`src/rtl/avalon_pio_gen.sv`:
```
// Parametrised Avalon-MM GPIO slave: per-bit direction, synchronised inputs,
// atomic set/clear, edge capture with maskable level interrupt.
module avalon_pio_gen #(
    parameter int              WIDTH       = 4,
    parameter logic [WIDTH-1:0] DATA_RESET = '0,
    parameter logic [WIDTH-1:0] DIR_RESET  = '1,
    parameter int              EDGE_TYPE   = 0,
    parameter int              SYNC_STAGES = 2
) (
    input  logic             clk,
    input  logic             reset_n,
    input  logic [2:0]       address,
    input  logic             chipselect,
    input  logic             write_n,
    input  logic [WIDTH-1:0] writedata,
    output logic [WIDTH-1:0] readdata,
    input  logic [WIDTH-1:0] in_port,
    output logic [WIDTH-1:0] out_port,
    output logic [WIDTH-1:0] out_en,
    output logic             irq
);
    localparam logic [2:0] A_DATA    = 3'd0;
    localparam logic [2:0] A_DIR     = 3'd1;
    localparam logic [2:0] A_IRQMASK = 3'd2;
    localparam logic [2:0] A_EDGECAP = 3'd3;
    localparam logic [2:0] A_OUTSET  = 3'd4;
    localparam logic [2:0] A_OUTCLR  = 3'd5;

    logic [SYNC_STAGES-1:0][WIDTH-1:0] sync_q;
    logic [WIDTH-1:0] in_sync, in_d_q;
    logic [WIDTH-1:0] data_q, data_d;
    logic [WIDTH-1:0] dir_q, dir_d;
    logic [WIDTH-1:0] mask_q, mask_d;
    logic [WIDTH-1:0] ecap_q, ecap_d;
    logic [WIDTH-1:0] rdata_q, rdata_d;
    logic [WIDTH-1:0] edge_raw, det, clr;
    logic             wr;

    assign in_sync = sync_q[SYNC_STAGES-1];
    assign wr      = chipselect && !write_n;

    generate
        if (EDGE_TYPE == 0) begin : g_rise
            assign edge_raw = in_sync & ~in_d_q;
        end else if (EDGE_TYPE == 1) begin : g_fall
            assign edge_raw = ~in_sync & in_d_q;
        end else begin : g_any
            assign edge_raw = in_sync ^ in_d_q;
        end
    endgenerate

    // Output-direction bits never capture edges.
    assign det = edge_raw & ~dir_q;
    assign clr = (wr && address == A_EDGECAP) ? writedata : '0;

    always_comb begin
        data_d = data_q;
        dir_d  = dir_q;
        mask_d = mask_q;
        if (wr) begin
            case (address)
                A_DATA:    data_d = writedata;
                A_DIR:     dir_d  = writedata;
                A_IRQMASK: mask_d = writedata;
                A_OUTSET:  data_d = data_q | writedata;
                A_OUTCLR:  data_d = data_q & ~writedata;
                default:   ;
            endcase
        end
        // A fresh detection wins over a simultaneous write-1-clear.
        ecap_d = (ecap_q & ~clr) | det;
    end

    always_comb begin
        rdata_d = '0;
        if (chipselect) begin
            case (address)
                A_DATA:    rdata_d = (dir_q & data_q) | (~dir_q & in_sync);
                A_DIR:     rdata_d = dir_q;
                A_IRQMASK: rdata_d = mask_q;
                A_EDGECAP: rdata_d = ecap_q;
                default:   rdata_d = '0;
            endcase
        end
    end

    always_ff @(posedge clk or negedge reset_n) begin
        if (!reset_n) begin
            sync_q  <= '0;
            in_d_q  <= '0;
            data_q  <= DATA_RESET;
            dir_q   <= DIR_RESET;
            mask_q  <= '0;
            ecap_q  <= '0;
            rdata_q <= '0;
        end else begin
            sync_q  <= {sync_q[SYNC_STAGES-2:0], in_port};
            in_d_q  <= in_sync;
            data_q  <= data_d;
            dir_q   <= dir_d;
            mask_q  <= mask_d;
            ecap_q  <= ecap_d;
            rdata_q <= rdata_d;
        end
    end

    assign readdata = rdata_q;
    assign out_port = data_q;
    assign out_en   = dir_q;
    assign irq      = |(ecap_q & mask_q);
endmodule

```
`config.mk`:
```
export PLATFORM = sky130hd
export DESIGN_NAME = avalon_pio_gen
export DESIGN_NICKNAME = d
export VERILOG_FILES = /design/src/rtl/avalon_pio_gen.sv
export SDC_FILE = /design/constraint.sdc
export NUM_CORES = 1
export LEC_CHECK = 0
export ABC_AREA = 0
export CORE_ASPECT_RATIO = 0.8
export CORE_MARGIN = 8
export CORE_UTILIZATION = 49
export CTS_CLUSTER_SIZE = 16
export DETAILED_ROUTE_END_ITERATION = 10
export PLACE_DENSITY_LB_ADDON = 0.08
export SLEW_MARGIN = 5
export SYNTH_ARGS = -nofsm -noshare
export SYNTH_HDL_FRONTEND = slang
export SYNTH_SLANG_ARGS = --single-unit
```
`constraint.sdc`:
```
create_clock -name clk -period 1.4 [get_ports clk]
set_input_delay 0.21 -clock clk [delete_from_list [all_inputs] [get_ports clk]]
set_output_delay 0.21 -clock clk [all_outputs]
set_load 0.005 [all_outputs]
```
==> metrics, run 1 <==
maximum clock path buffer count 2; Die ar. 4644 sq um; adder-cell share of the synthesized area 0; RSZ-0062 raised after global routing false; Yosys top cell by area dfrtp_1; Buf/Inv on CP 1; Max VDD drop 752.1 uV; PortBufs 27; post-synth top area share 0.5273; FP Rows 17; starting density of the core 0.4998; synth unique cells 23; setup ws final 0.03522 ns; Seq cells post-synth 32; top-level I/O count 28; largest net degree at the start of global routing 28; initial antenna violation count 0; top cells by area, synth dfrtp_1 53%, dfstp_2 7.9%, o21ai_0 6.8%; Slew Limit Fails 0; Crit. End Element flip-flop; total number of vias 984; core footprint 2659 sq um; Die X 74.22 um; Synth Warn # 0; Layout fillers 208; first-pass iteration count of the detailed router 4; Worst Path Class, Setup input pin to flip-flop; Overflow after GRT 0; layout cells sized above 1 0.3063; critical path data arrival time 1.63 ns; vias in the first global route 1,044; Leakage 0.0009073 uW; total power divided by cell area 1238 nW/um^2; Fin. Hold Viols 0; DR iter-0 viols 85; run status finished clean; critical path, cell by cell clkdlybuf4s50_1, or4b_4, mux2_4; post-cts hold buffer count 0; crit-path leading delay family simple AND/OR/NAND/NOR gates; Hold Path Class input pin to asynchronous set/reset pin; Avg Vias per Cell 4.970; Post-Synth Simple-Gate Area 0.1290; worst-path maximum fanout 4; Clock Pin Slew Worst Setup and Hold Paths 0.11 ns; Largest stage delay, worst path 0.62 ns; clock sink count 32; Async SR Flop Fraction 1.000; Setup Skew 0.01304 ns; Commonest cells post-synth 28 x dfrtp_1, 18 x o21ai_0, 7 x nand2_1, 7 x nand2b_1, 6 x nor2b_1; # DRC 0; Max Clk Rate 732.7 MHz; depth of the CTS H-tree 2; Slew @ Worst Pin 0.3266 ns; Post-DRT Antenna Nets 0; final instance area 1892 sq um; HPWL Detailed 2.150 mm; Worst setup SP type input pin; Synth Area in XOR/XNOR 0; Synth Flop Type dfrtp_1; total CTS buffers 5; TritonCTS clock tree built; Hold Worst Slack 0.1244 ns; Gate Count Post-Synth 108; Die Y 62.58 um; final core utilization 0.7115; root buf cell clkbuf_4; number of enable flip-flop cells after synthesis 0; # setup viols final 0; synthesized area per cell 12.30 sq um; mux contribution to synthesized area 0.1092; Max Cap Viol 0; first-pass GRT wire length 4.871 mm; largest family of logic cells by synthesized area compound AO/OA/AOI/OAI gates; clock latency on the worst-skew pair 0.33 ns; Final Cycle Share 0.9748; gpl congestion 0.7604; Data required, critical path 1.67 ns; Synth Area in Compound Gates 0.1394; top-count cell post-synth dfrtp_1; Post-Place Worst Slack -0.4076 ns; Wirelength per Cell 14.96 um; ant diodes 0; synthesis-to-finish area growth 42.37%; post-synthesis sequential area ratio 0.6064; Placed Area 1732 sq um; DRT Wirelength 2.963 mm; Critical Path Slowest Stage Cell or4b_4; Layout Nets 174; Tmin final 1.365 ns; cell area after synthesis 1329 sq um; Synth Net Count 123; Tot GR Track Use 0.1371; slew margin rel. 0.7816
==> report_power, final <==
part           internal, uW  switching (uW)  total (uW)
Combinational           326             207         533
Sequential             1050            67.2        1120
Clock                   372             317         689
==> metal layers <==
| layer | GRT usage | up-vias | wire length, um |
|---|---|---|---|
| li1 | - | 479 | - |
| met2 | 0.2007 | 24 | 1357 |
| met1 | 0.1778 | 477 | 1428 |
| met4 | 0.05122 | 0 | 31 |
| met3 | 0.05128 | 4 | 145 |
| met5 | 0 | - | 0 |
==> area by class of cell <==
cell class | instances | area (sq um) | area share
multi-input cells | 71 | 520.5 | 0.2751
flip-flops and latches | 32 | 805.8 | 0.4259
well taps | 38 | 47.55 | 0.02513
clock buffers | 5 | 37.54 | 0.01984
inverters | 1 | 3.754 | 0.001984
repair buffers | 48 | 434.2 | 0.2295
clock inverters | 3 | 42.54 | 0.02249
==> worst reg2reg max path: cells and delay by family, from the launching register on <==
family / cells / cell delay, ns
AO/OA/AOI/OAI: 2 / 0.15
buffers and inverters: 1 / 0.13
flip-flops: 1 / 0.55
AND/OR/NAND/NOR: 1 / 0.38
==> cells by family (layout without fill, tap and decap cells) <==
| family | after synthesis | in the layout |
|---|---|---|
| compound gates | 32 | 32 |
| flops | 32 | 32 |
| simple gates | 27 | 27 |
| mux | 12 | 12 |
| buf+inv | 5 | 57 |
==> through the flow <==
step / std cells / power (uW) / TNS (ns)
after floorplan: 108 / 1334 / 0
after global placement: 181 / 1603 / -4.584
after detailed placement: 181 / 1616 / -5.062
after CTS: 198 / 2365 / -0.07625
after global routing: 198 / 2477 / 0
final: 198 / 2341 / 0
==> cell usage in the layout (no fill, tap or decap), types with 2 or more instances in the layout <==
master	instances
dfrtp_1	28
buf_4	20
o21ai_0	17
clkdlybuf4s50_1	13
dlygate4sd2_1	9
nand2b_1	7
nand2_1	7
nor2b_1	6
clkbuf_4	5
mux2i_1	4
a21oi_1	4
o31ai_1	4
mux2_4	4
mux2_2	4
dlymetal6s2s_1	4
dfstp_2	4
o21a_1	3
nor2_1	2
a22oi_2	2
or3b_4	2
==> worst paths after layout <==
kind	from	endpoint	slack [ns]	cells past startpoint
min in group clk	in_port[3]	sync_q[3]	0.30	1
hold / removal	reset_n	in_d_q[3]	0.12	1
setup reg to reg	out_en[3]	readdata[3]	0.09	4
max in group asynchronous	reset_n	in_sync[1]	0.82	2
setup / recovery	address[1]	out_en[0]	0.04	3
hold reg to reg	sync_q[1]	in_sync[1]	0.36	0
==> state kept, by name, indices dropped and copies added (netlist names) <==
name and flops:
in_sync 4, mask_q 4, ecap_q 4, out_port 4, sync_q 4, in_d_q 4
out_en 4, readdata 4
==> what timing repair did <==
item                                    in CTS  in global routing
endpoints found under the setup margin      13                  9
setup buffers                                9                  0
pin swaps                                    0                  1
hold endpoints to repair                     0                  0
gates resized for setup                     14                  8
Power figures use the tool's default switching activity.
==> inputs of run 2 (changes only) <==
--- a/config.mk
+++ b/config.mk
@@ -6,9 +6,11 @@
 export NUM_CORES = 1
 export LEC_CHECK = 0
 export ABC_AREA = 0
+export CELL_PAD_IN_SITES_DETAIL_PLACEMENT = 1
+export CELL_PAD_IN_SITES_GLOBAL_PLACEMENT = 1
 export CORE_ASPECT_RATIO = 0.8
 export CORE_MARGIN = 8
-export CORE_UTILIZATION = 49
+export CORE_UTILIZATION = 39
 export CTS_CLUSTER_SIZE = 16
 export DETAILED_ROUTE_END_ITERATION = 10
 export PLACE_DENSITY_LB_ADDON = 0.08
==> metrics, run 2 (synthesized netlist as in run 1, its figures left out) <==
Setup Skew 0.006646 ns (was 0.01304 ns); most frequent cells in the layout 28 x dfrtp_1, 18 x o21ai_0, 16 x clkdlybuf4s50_1, 16 x buf_4 (was 28 x dfrtp_1, 20 x buf_4, 17 x o21ai_0); critical path, cell by cell clkdlybuf4s50_1, or4b_4, mux2_4 (unchanged); Data required, critical path 1.61 ns (was 1.67 ns); Worst setup SP type input pin (unchanged); Post-DRT Antenna Nets 0 (unchanged); largest net degree at the start of global routing 33 (was 28); Die X 81.26 um (was 74.22 um); top-level I/O count 28 (unchanged); total power divided by cell area 1256 nW/um^2 (was 1238 nW/um^2); Die ar. 5543 sq um (was 4644 sq um); Largest stage delay, worst path 0.53 ns (was 0.62 ns); Worst Path Class, Setup input pin to flip-flop (unchanged); depth of the CTS H-tree 2 (unchanged); Slew @ Worst Pin 0.3269 ns (was 0.3266 ns); initial antenna violation count 0 (unchanged); Buf/Inv on CP 1 (unchanged); worst-path maximum fanout 4 (unchanged); layout cells sized above 1 0.2628 (was 0.3063); met3 Usage GRT 0.04593 (was 0.05128); Critical Path Slowest Stage Cell or4b_4 (unchanged); commonest non-fill, non-tap cell in the layout dfrtp_1 (unchanged); DR iter-0 viols 56 (was 85); first-pass iteration count of the detailed router 4 (unchanged); root buf cell clkbuf_8 (was clkbuf_4); Clock Pin Slew Worst Setup and Hold Paths 0.06 ns (was 0.11 ns); synthesis-to-finish area growth 40.40% (was 42.37%); slew margin rel. 0.7816 (about the same); run status finished clean (unchanged); Wirelength per Cell 16.78 um (was 14.96 um); Slew Limit Fails 0 (unchanged); vias in the first global route 1,129 (was 1,044); # DRC 0 (unchanged); gpl congestion 0.7482 (was 0.7604); grt peak-use layer met2 (unchanged); Leakage 0.0008614 uW (was 0.0009073 uW); met2 Track Usage GR 0.2042 (was 0.2007); total CTS buffers 5 (unchanged); total number of vias 989 (was 984); Global Route met1 Usage 0.1735 (was 0.1778); PortBufs 27 (unchanged); crit-path leading delay family simple AND/OR/NAND/NOR gates (unchanged); setup ws final 0.03086 ns (was 0.03522 ns); first-pass GRT wire length 5.547 mm (was 4.871 mm); critical path data arrival time 1.58 ns (was 1.63 ns); post-cts hold buffer count 0 (unchanged); Max Cap Viol 0 (unchanged); RSZ-0062 raised after global routing false (unchanged); HPWL Detailed 2.451 mm (was 2.150 mm); Overflow after GRT 0 (unchanged); TritonCTS clock tree built (unchanged); Crit. End Element flip-flop (unchanged); DRT Wirelength 3.322 mm (was 2.963 mm); Avg Vias per Cell 4.995 (was 4.970); maximum clock path buffer count 2 (unchanged); Hold Worst Slack 0.2919 ns (was 0.1244 ns); Layout Nets 170 (was 174); core footprint 3352 sq um (was 2659 sq um); Tot GR Track Use 0.1364 (was 0.1371); starting density of the core 0.3964 (was 0.4998); Post-Place Worst Slack -0.3729 ns (was -0.4076 ns); total power 2343 uW (was 2341 uW); Final Cycle Share 0.9780 (was 0.9748); clock latency on the worst-skew pair 0.28 ns (was 0.33 ns); clock sink count 32 (unchanged); Die Y 68.21 um (was 62.58 um); ant diodes 0 (unchanged); FP Rows 19 (was 17); Max Clk Rate 730.4 MHz (was 732.7 MHz); Tmin final 1.369 ns (was 1.365 ns); Max VDD drop 671.9 uV (was 752.1 uV); Fin. Hold Viols 0 (unchanged); # setup viols final 0 (unchanged); Hold Path Class input pin to asynchronous set/reset pin (unchanged); Setup TNS 0 ns (unchanged)
[run 2: path summary, 6_finish.rpt]
check | from | end | slack (ns) | depth (start not counted)
max | address[0] | out_en[2] | 0.03 | 3
min | reset_n | in_d_q[2] | 0.29 | 2
max reg2reg | out_en[3] | readdata[3] | 0.09 | 3
min reg2reg | sync_q[1] | in_sync[1] | 0.35 | 0
max in group asynchronous | reset_n | out_en[0] | 0.86 | 2
min in group clk | sync_q[1] | in_sync[1] | 0.35 | 0
[run 2: cell type report]
type / instances / area (sq um)
Tap cell: 42 / 52.55
Timing Repair Buffer: 44 / 404.1
Multi-Input combinational cell: 71 / 509.2
Sequential cell: 32 / 805.8
Fill cell: 364 / 1486
Clock buffer: 8 / 90.09
Inverter: 1 / 3.754
[run 2: where the power goes]
group | switching (uW) | internal (uW)
combinational | 197 | 295
clock | 324 | 400
sequential | 72.6 | 1050
[run 2: repair_timing]
item / in CTS / in global routing
buffers inserted: 4 / 0
pin swaps: 1 / 1
gates resized for setup: 10 / 5
endpoints found under the setup margin: 16 / 4
[run 2: metrics by stage]
stage               area [sq um]  utilization  instances
finish                      1866       0.5566        198
global route                1866       0.5566        198
CTS                         1862       0.5554        198
detailed placement          1744       0.5203        186
global placement            1744       0.5203        186
floorplan                   1329            -        108
[run 2: per-layer routing]
layer	vias to the layer above	routed length, um
met2	22	1486
met3	8	168
met4	0	63
met1	490	1604
met5	-	0
li1	469	-
==> variant, RTL diff (flow settings as in run 2) <==
Change the parameter `EDGE_TYPE` from 0 to 1.
--- a/src/rtl/avalon_pio_gen.sv
+++ b/src/rtl/avalon_pio_gen.sv
@@ -4,7 +4,7 @@
     parameter int              WIDTH       = 4,
     parameter logic [WIDTH-1:0] DATA_RESET = '0,
     parameter logic [WIDTH-1:0] DIR_RESET  = '1,
-    parameter int              EDGE_TYPE   = 0,
+    parameter int              EDGE_TYPE   = 1,
     parameter int              SYNC_STAGES = 2
 ) (
     input  logic             clk,
Check against the original RTL: not equivalent (Yosys sat finds a counterexample within 4 cycles, from zero or initial values and one cycle with reset_n low).
==> variant against run 2 <==
  * Via count is 2.7% higher
  * Worst setup slack worse by 0.016 ns
  * Synthesized cell count is 1.9% higher
  * Die area is 0.37% higher
  * Critical endpoint is now out_en[0]$_DFFE_PN1P_
  * Routed wire length is 6.2% higher
  * Final area is 3.3% higher
  * Non-clock buffer count is 2 higher
  * Maximum frequency is 1.1% lower
  * Sequential cell count stayed put
  * Total power is 2.5% higher
  * Area after synthesis is 0.47% higher
==> variant: results (changes against run 2) <==
** Placed design
- Placed wire-length estimate after detailed placement :: 2.57 mm (+5.0%)
- Placed Instances :: 189 (+1.6%)
- Weighted congestion reported at the end of routability-driven placement :: 0.755 (+0.88%)

** Global route
- The first-pass GRT wire length is 5.85 mm (+5.5%).

** Power
- The leakage power is 0.000880 uW (+2.1%).
- Part of the power in registers :: 47.1% (-1.0 points)
- Max rail drop VDD :: 0.000737 V (+9.6%)
- The fraction of power spent switching nets was 26.0% (+0.65 points).
- Cell Pwr Density :: 1250 nW/um^2 (-0.76%)
- Relative contribution of the clock network to total power :: 30.5% (-0.4 points)

** Yosys
- Syn Area/Cell :: 12.1 sq um (-1.4%)
- Number of nets in the synthesized netlist :: 125 (+1.6%)
- Sequential cell area fraction in the yosys report :: 60.4% (-0.28 points)
- Synth top area cells :: dfrtp_1 52%, dfstp_2 7.9%, o21ai_0 4.5%
- Count of cell types in the netlist :: 25 (+8.7%)

** Detailed routing
- The average vias per placed instance was 5.00 (+0.20%).
- Average routed wire per standard cell :: 17.4 um (+3.6%)
- Router iterations before antenna repair :: 2 (-2)

** Layout
- Final Instance Area :: 1930 sq um (+3.3%)
- Fraction of final layout cells with drive strength greater than 1 :: 29.2% (+2.9 points)
- Final Instance Count excl. Fillers :: 203 (+2.5%)
- The number of nets in the finished design was 175 (+2.9%).
- Number of fillers in the final layout :: 356 (-2.2%)

** Run status
- The flow ran to the end, and the final reports show no timing, DRC or antenna violations.

** Timing
- Worst clock skew :: 0.00698 ns (+0.000330 ns)
- Minimum clock period after layout :: 1.38 ns (+0.0155 ns)

** Worst setup path
- Capture point of the critical path :: out_en[0]$_DFFE_PN1P_
variant: area by class of cell:
cell class	instances	area share, %
Timing Repair Buffer	46	21.9
Multi-Input combinational cell	71	28.1
Clock buffer	8	4.68
Tap cell	42	2.73
Inverter	4	0.779
Sequential cell	32	41.8
variant: layer usage:
layer	track usage (%)	routed length, um	part of all wire [%]
met1	18.4	1670	47
met5	0	0	0
met3	3.54	127	3.6
met4	7.33	65	1.8
met2	22.0	1670	47
variant: worst min-delay path by stage:
| stage | depth (start not counted) | end | slack [ns] | startpoint |
|---|---|---|---|---|
| after floorplan | 0 | ecap_q[0]$_DFF_PN0_ | -0.09 | reset_n |
| final | 2 | out_port[2]$_DFFE_PN0P_ | 0.29 | reset_n |
| after global routing | 2 | in_d_q[0]$_DFF_PN0_ | 0.30 | reset_n |
| after detailed placement | 0 | in_sync[0]$_DFF_PN0_ | 0.34 | sync_q[0]$_DFF_PN0_ |
| after global placement | 0 | in_sync[1]$_DFF_PN0_ | 0.33 | sync_q[1]$_DFF_PN0_ |
| after CTS | 2 | in_d_q[0]$_DFF_PN0_ | 0.29 | reset_n |
variant: kinds of logic (layout without fill, tap and decap cells):
family / count (synthesis) / in the layout / share of synthesized area [%]
mux: 12 / 12 / 10.9
buf+inv: 7 / 58 / 1.97
simple gates: 33 / 33 / 14.1
compound gates: 26 / 26 / 12.7
flops: 32 / 32 / 60.4
variant: what timing repair did:
| action | in CTS | in global routing |
|---|---|---|
| setup endpoints to repair | 16 | 13 |
| hold buffers | 0 | 0 |
| setup buffers | 6 | 1 |
| resized for setup | 12 | 8 |
| pin swaps | 0 | 3 |
| cloned | 0 | 0 |
variant: worst max-delay path: stages:
cell,delay [ns]
clkdlybuf4s50_1,0.54
or4b_4,0.53
mux2_4,0.32
